File: src/rtl/conv_mul_arbiter_if.sv
// Requester, multiplier and result bundle for conv_mul_arbiter.
// slave is the arbiter side, master is the environment side.
interface conv_mul_arbiter_if #(
    parameter int unsigned NUM_REQ       = 4,
    parameter int unsigned OPERAND_WIDTH = 16,
    parameter int unsigned PRODUCT_WIDTH = 32
);
    localparam int unsigned ID_WIDTH = $clog2(NUM_REQ);

    logic [NUM_REQ-1:0]               req_valid;
    logic [NUM_REQ-1:0]               req_ready;
    logic [NUM_REQ*OPERAND_WIDTH-1:0] req_a;
    logic [NUM_REQ*OPERAND_WIDTH-1:0] req_b;
    logic [OPERAND_WIDTH-1:0]         mul_din0;
    logic [OPERAND_WIDTH-1:0]         mul_din1;
    logic [PRODUCT_WIDTH-1:0]         mul_dout;
    logic                             rsp_valid;
    logic                             rsp_ready;
    logic [PRODUCT_WIDTH-1:0]         rsp_data;
    logic [ID_WIDTH-1:0]              rsp_id;
    logic [31:0]                      op_count;

    modport slave (
        input  req_valid, req_a, req_b, mul_dout, rsp_ready,
        output req_ready, mul_din0, mul_din1, rsp_valid, rsp_data, rsp_id, op_count
    );

    modport master (
        output req_valid, req_a, req_b, mul_dout, rsp_ready,
        input  req_ready, mul_din0, mul_din1, rsp_valid, rsp_data, rsp_id, op_count
    );
endinterface

File: src/rtl/conv_mul_arbiter.sv
// Round-robin arbiter sharing one external combinational multiplier among
// NUM_REQ requesters, with a single registered result slot.
module conv_mul_arbiter #(
    parameter int unsigned NUM_REQ       = 4,
    parameter int unsigned OPERAND_WIDTH = 16,
    parameter int unsigned PRODUCT_WIDTH = 32
) (
    input  logic ap_clk,
    input  logic ap_rst,
    conv_mul_arbiter_if.slave bus
);
    localparam int unsigned ID_WIDTH = $clog2(NUM_REQ);

    typedef enum logic {
        EMPTY = 1'b0,
        FULL  = 1'b1
    } state_t;

    state_t                   state;
    logic                     rsp_valid_q;
    logic [PRODUCT_WIDTH-1:0] rsp_data_q;
    logic [ID_WIDTH-1:0]      rsp_id_q;
    logic [ID_WIDTH-1:0]      ptr;
    logic [31:0]              op_count_q;

    logic                     slot_free;
    logic                     found;
    logic                     grant;
    logic [ID_WIDTH-1:0]      gnt_idx;
    logic [ID_WIDTH-1:0]      nxt_ptr;
    logic [ID_WIDTH-1:0]      sel;

    // Reset gates the slot so nothing can be accepted while ap_rst is high.
    assign slot_free = !ap_rst && ((state == EMPTY) || (rsp_valid_q && bus.rsp_ready));
    assign grant     = slot_free && found;
    assign nxt_ptr   = (gnt_idx == ID_WIDTH'(NUM_REQ - 1)) ? '0 : gnt_idx + 1'b1;
    assign sel       = grant ? gnt_idx : ptr;

    // First valid requester at or after ptr, wrapping at NUM_REQ.
    always_comb begin : pick
        int unsigned sum;
        logic [ID_WIDTH-1:0] cand;
        sum     = 0;
        cand    = '0;
        found   = 1'b0;
        gnt_idx = ptr;
        for (int unsigned k = 0; k < NUM_REQ; k++) begin
            sum = 32'(ptr) + k;
            if (sum >= NUM_REQ) begin
                sum = sum - NUM_REQ;
            end
            cand = ID_WIDTH'(sum);
            if (!found && bus.req_valid[cand]) begin
                found   = 1'b1;
                gnt_idx = cand;
            end
        end
    end

    always_comb begin : ready_gen
        bus.req_ready = '0;
        if (grant) begin
            bus.req_ready[gnt_idx] = 1'b1;
        end
    end

    always_comb begin : operand_mux
        bus.mul_din0 = bus.req_a[OPERAND_WIDTH-1:0];
        bus.mul_din1 = bus.req_b[OPERAND_WIDTH-1:0];
        for (int unsigned i = 0; i < NUM_REQ; i++) begin
            if (sel == ID_WIDTH'(i)) begin
                bus.mul_din0 = bus.req_a[i*OPERAND_WIDTH +: OPERAND_WIDTH];
                bus.mul_din1 = bus.req_b[i*OPERAND_WIDTH +: OPERAND_WIDTH];
            end
        end
    end

    // A grant takes priority over a plain consume so back-to-back accepts stay FULL.
    always_ff @(posedge ap_clk) begin
        if (ap_rst) begin
            state       <= EMPTY;
            rsp_valid_q <= 1'b0;
            rsp_data_q  <= '0;
            rsp_id_q    <= '0;
            ptr         <= '0;
            op_count_q  <= '0;
        end else if (grant) begin
            state       <= FULL;
            rsp_valid_q <= 1'b1;
            rsp_data_q  <= bus.mul_dout;
            rsp_id_q    <= gnt_idx;
            ptr         <= nxt_ptr;
            op_count_q  <= op_count_q + 32'd1;
        end else if (rsp_valid_q && bus.rsp_ready) begin
            state       <= EMPTY;
            rsp_valid_q <= 1'b0;
        end
    end

    assign bus.rsp_valid = rsp_valid_q;
    assign bus.rsp_data  = rsp_data_q;
    assign bus.rsp_id    = rsp_id_q;
    assign bus.op_count  = op_count_q;
endmodule

File: src/flat_wrapper.sv
// flat-port wrapper written by rule: the top's interface ports become plain ports
module conv_mul_arbiter_flat 
#(
    parameter int unsigned NUM_REQ       = 4,
    parameter int unsigned OPERAND_WIDTH = 16,
    parameter int unsigned PRODUCT_WIDTH = 32
)
  (ap_clk, ap_rst, bus_req_valid, bus_req_a, bus_req_b, bus_mul_dout, bus_rsp_ready, bus_req_ready, bus_mul_din0, bus_mul_din1, bus_rsp_valid, bus_rsp_data, bus_rsp_id, bus_op_count);
  conv_mul_arbiter_if #(.NUM_REQ(NUM_REQ), .OPERAND_WIDTH(OPERAND_WIDTH), .PRODUCT_WIDTH(PRODUCT_WIDTH)) bus_i ();
  input  logic ap_clk;
  input  logic ap_rst;
  input wire logic [$bits(bus_i.req_valid)-1:0] bus_req_valid;
  input wire logic [$bits(bus_i.req_a)-1:0] bus_req_a;
  input wire logic [$bits(bus_i.req_b)-1:0] bus_req_b;
  input wire logic [$bits(bus_i.mul_dout)-1:0] bus_mul_dout;
  input wire logic [$bits(bus_i.rsp_ready)-1:0] bus_rsp_ready;
  output wire logic [$bits(bus_i.req_ready)-1:0] bus_req_ready;
  output wire logic [$bits(bus_i.mul_din0)-1:0] bus_mul_din0;
  output wire logic [$bits(bus_i.mul_din1)-1:0] bus_mul_din1;
  output wire logic [$bits(bus_i.rsp_valid)-1:0] bus_rsp_valid;
  output wire logic [$bits(bus_i.rsp_data)-1:0] bus_rsp_data;
  output wire logic [$bits(bus_i.rsp_id)-1:0] bus_rsp_id;
  output wire logic [$bits(bus_i.op_count)-1:0] bus_op_count;
  assign bus_i.req_valid = bus_req_valid;
  assign bus_i.req_a = bus_req_a;
  assign bus_i.req_b = bus_req_b;
  assign bus_i.mul_dout = bus_mul_dout;
  assign bus_i.rsp_ready = bus_rsp_ready;
  assign bus_req_ready = bus_i.req_ready;
  assign bus_mul_din0 = bus_i.mul_din0;
  assign bus_mul_din1 = bus_i.mul_din1;
  assign bus_rsp_valid = bus_i.rsp_valid;
  assign bus_rsp_data = bus_i.rsp_data;
  assign bus_rsp_id = bus_i.rsp_id;
  assign bus_op_count = bus_i.op_count;
  conv_mul_arbiter #(.NUM_REQ(NUM_REQ), .OPERAND_WIDTH(OPERAND_WIDTH), .PRODUCT_WIDTH(PRODUCT_WIDTH)) u_core (.ap_clk(ap_clk), .ap_rst(ap_rst), .bus(bus_i));
endmodule
File: config.mk
export PLATFORM = sky130hd
export DESIGN_NAME = conv_mul_arbiter_flat
export DESIGN_NICKNAME = d
export VERILOG_FILES = /design/src/rtl/conv_mul_arbiter_if.sv /design/src/rtl/conv_mul_arbiter.sv /design/src/flat_wrapper.sv
export SDC_FILE = /design/constraint.sdc
export NUM_CORES = 1
export LEC_CHECK = 0
export CELL_PAD_IN_SITES_DETAIL_PLACEMENT = 0
export CELL_PAD_IN_SITES_GLOBAL_PLACEMENT = 2
export CORE_MARGIN = 2
export CORE_UTILIZATION = 21
export DETAILED_ROUTE_END_ITERATION = 10
export PLACE_DENSITY_LB_ADDON = 0.1
export SLEW_MARGIN = 20
export SYNTH_ARGS = -nofsm -noshare
export SYNTH_HDL_FRONTEND = slang
export SYNTH_SLANG_ARGS = --single-unit
export TNS_END_PERCENT = 10
File: constraint.sdc
create_clock -name ap_clk -period 4.2 [get_ports ap_clk]
set_clock_uncertainty 0.05 [all_clocks]
set_input_delay 0.42 -clock ap_clk [delete_from_list [all_inputs] [get_ports ap_clk]]
set_output_delay 0.42 -clock ap_clk [all_outputs]
set_load 0.02 [all_outputs]
==> impl_metrics.tcl <==
set metrics [dict create \
    status "completed" \
    globalplace.congestion 0.7090 \
    fp.dieArea_um2 20950 \
    maxCapViolCount 0 \
    final.setup.tns_ns 0 \
    overflow 0 \
    yosysSeqAreaShare 0.3321 \
    initial_core_util 0.2137 \
    coreArea_um2 19460 \
    tightest_slew_ns 0.7188 \
    area_growth_pct 77.47 \
    yosysWarnings 0 \
    stdcell_area_um2 7381 \
    pwr_density_cell_nw_per_um2 307.8 \
    ctsResizeCount 0 \
    drtIter0Drc 122 \
    grt_max_degree 72 \
    clk_pin_slew_ns 0.05 \
    via_per_inst 4.300 \
    grt_usage 0.1414 \
    cp-start-kind "input port" \
    final_cells 998 \
    drive_above_1_share 0.04775 \
    grt_pass1_vias 4291 \
    worstSetupPathType "in -> out" \
    setup_viol 0 \
    num-fill-cells 1969 \
    cts_sinks 69 \
    port_buffers 269 \
    multi_input_area_um2 2555 \
    rows 51 \
    pre_cts_slack_ns 0.5211 \
    die_h_um 144.7 \
    final_antenna_net_count 0 \
    syn_inst 471 \
    leakage_nw 3.070 \
    slowest_stage "clkdlybuf4s50_1" \
    dp_cells 982 \
    rsz0062_at_grt "no" \
    clock_path_buffers 2 \
    ys_ff_latch 69 \
    syn_avg_cell_area_um2 8.830 \
    vdd_ir_drop_max_uv 232.9 \
    ios 270 \
    max_freq_ghz 0.2736 \
    hold_path_class "reg -> reg" \
    crit_family "buffers and inverters" \
    slew_headroom 0.5208 \
    cp_num_buf_inv 3 \
    root_buffer "clkbuf_16" \
    netlist_area_um2 4159 \
    finalCriticalPeriod_ns 3.655 \
    first_pass_iters 4 \
    grt_pass1_wl_um 23030 \
    postPlaceCellArea_um2 7081 \
    antenna_found_initial 1 \
    fin_crit_sh 0.8702 \
    worstPathMaxFanout 30 \
    worst_slack_ns 0.5450 \
    cts_tree "yes" \
    fp.dieW_um 144.7 \
    crit_chain "clkdlybuf4s50_1, nor4_2, or3_2, a32oi_4, buf_12, mux2i_1, mux2i_1, clkdlybuf4s50_1" \
    cts_buffers 9 \
    ff_latch_area_um2 1381 \
    diodes 0 \
    nets 900 \
    dp_hpwl_um 12160 \
    vias 4291 \
    clkLatencyLatePin_ns 0.34 \
    critPathCaptureType "output port" \
    syn_nets 643 \
    synth_cell_types 37 \
    wl_per_cell_um 15.87 \
    maxSlewViolCount 0 \
    cts_setup_buffers 0 \
    wirelength_um 15840 \
    max_stage_delay_ns 0.63 \
    finalHoldViolations 0 \
    drc_errors 0 \
    arrival_ns 3.19 \
    crit_required_ns 3.73 \
    h-tree-depth 3 \
    hold_buffers 0 \
    final_core_util 0.3792 \
]
==> worst paths after layout <==
| check | startpoint | end | slack, ns | cells after the start |
|---|---|---|---|---|
| hold reg to reg | u_core.bus.rsp_id[0]$_SDFFE_PP0N_ | u_core.bus.rsp_id[0]$_SDFFE_PP0N_ | 0.41 | 2 |
| setup / recovery | bus_req_valid[3] | bus_mul_din0[11] | 0.54 | 8 |
| setup reg to reg | u_core.bus.op_count[2]$_SDFFE_PP0N_ | u_core.bus.op_count[25]$_SDFFE_PP0N_ | 1.88 | 5 |
| hold / removal | u_core.bus.rsp_id[0]$_SDFFE_PP0N_ | u_core.bus.rsp_id[0]$_SDFFE_PP0N_ | 0.41 | 2 |
==> layout make-up <==
class / count / share of cell area
sequential: 69 / 0.1871
multi-input combinational: 364 / 0.3462
tap: 265 / 0.04492
clock inverter: 6 / 0.009663
clock buffer: 10 / 0.03102
inverter: 6 / 0.003051
timing repair buffer: 278 / 0.3780
==> per-layer routing <==
metal | part of all wire | up-vias | global-route usage | wire [um]
met5 | 0.00069 | - | 0 | 11
met1 | 0.39 | 1947 | 0.1559 | 6147
met2 | 0.49 | 170 | 0.2527 | 7823
met4 | 0.014 | 2 | 0.03781 | 222
li1 | - | 2153 | - | -
met3 | 0.10 | 19 | 0.05594 | 1629
==> cell usage in the layout (no fill, tap or decap), types with 2 or more instances in the layout <==
| master | instances |
|---|---|
| a21oi_1 | 10 |
| nor2_1 | 29 |
| and3_1 | 4 |
| nand2_1 | 82 |
| clkbuf_16 | 9 |
| buf_4 | 7 |
| nand3_1 | 9 |
| clkdlybuf4s50_1 | 267 |
| nor2b_1 | 8 |
| o21ai_0 | 10 |
| ha_1 | 5 |
| nor4_2 | 2 |
| and2_1 | 7 |
| dfxtp_1 | 69 |
| xnor2_1 | 8 |
| nand3b_1 | 33 |
| xor2_1 | 16 |
| nor3_1 | 5 |
| nand4_2 | 2 |
| and4_1 | 3 |
| nor4_1 | 3 |
| nand4_1 | 13 |
| inv_1 | 6 |
| buf_12 | 3 |
| or3_1 | 7 |
| mux2i_1 | 97 |
==> synthesized netlist by cell type, drive strengths merged <==
cell | number | area share
o311a | 1 | 0.0024
nand3b | 33 | 0.060
mux2i | 97 | 0.23
inv | 6 | 0.0054
nand3 | 9 | 0.011
nor3b | 1 | 0.0018
and3b | 1 | 0.0021
nor3 | 6 | 0.0084
nand2 | 82 | 0.074
nand2b | 1 | 0.0015
nor4 | 6 | 0.014
buf | 18 | 0.043
and3 | 4 | 0.0060
nor2 | 29 | 0.026
o21bai | 1 | 0.0018
and4 | 3 | 0.0063
a21oi | 10 | 0.012
nor4b | 1 | 0.0021
ha | 5 | 0.015
nor2b | 8 | 0.012
and2 | 7 | 0.011
xnor2 | 8 | 0.017
clkbuf | 14 | 0.013
a32oi | 1 | 0.0039
nand4 | 15 | 0.026
o21ai | 11 | 0.014
or3 | 8 | 0.012
dfxtp | 69 | 0.33
xor2 | 16 | 0.034
==> worst reg2reg max path: cells and delay by family (launching register included) <==
kind,cells,cell delay (ns)
and+or+nand+nor,4,1.65
AOI/OAI and AO/OA,1,0.14
DFF,1,0.41
==> metrics by stage <==
step                hold WS [ns]  total power (W)
floorplan                 0.4257         0.001135
global placement          0.3981         0.001518
detailed placement        0.4080         0.001523
CTS                       0.4156         0.002321
global route              0.4384         0.002393
finish                    0.4093         0.002272
==> kinds of logic (layout without fill, tap and decap cells) <==
kind of cell	count (synthesis)	in the layout	synth area share
AOI/OAI and AO/OA	24	24	0.03430
buffers and inverters	38	300	0.06137
muxes	97	97	0.2335
and+or+nand+nor	214	214	0.2732
DFF	69	69	0.3321
xor gates and xnor gates	24	24	0.05054
adders and majority gates	5	5	0.01504
==> power by group <==
| group | internal (W) | switching, W |
|---|---|---|
| clock | 0.000466 | 0.000309 |
| sequential | 0.000690 | 0.0000224 |
| combinational | 0.000429 | 0.000355 |
==> state kept, by name, indices dropped and copies added, names as in the netlist <==
signal / flops
u_core.ptr: 2
u_core.bus.rsp_id: 2
u_core.state: 1
u_core.bus.op_count: 32
u_core.bus.rsp_data: 32
Power figures use the tool's default switching activity.
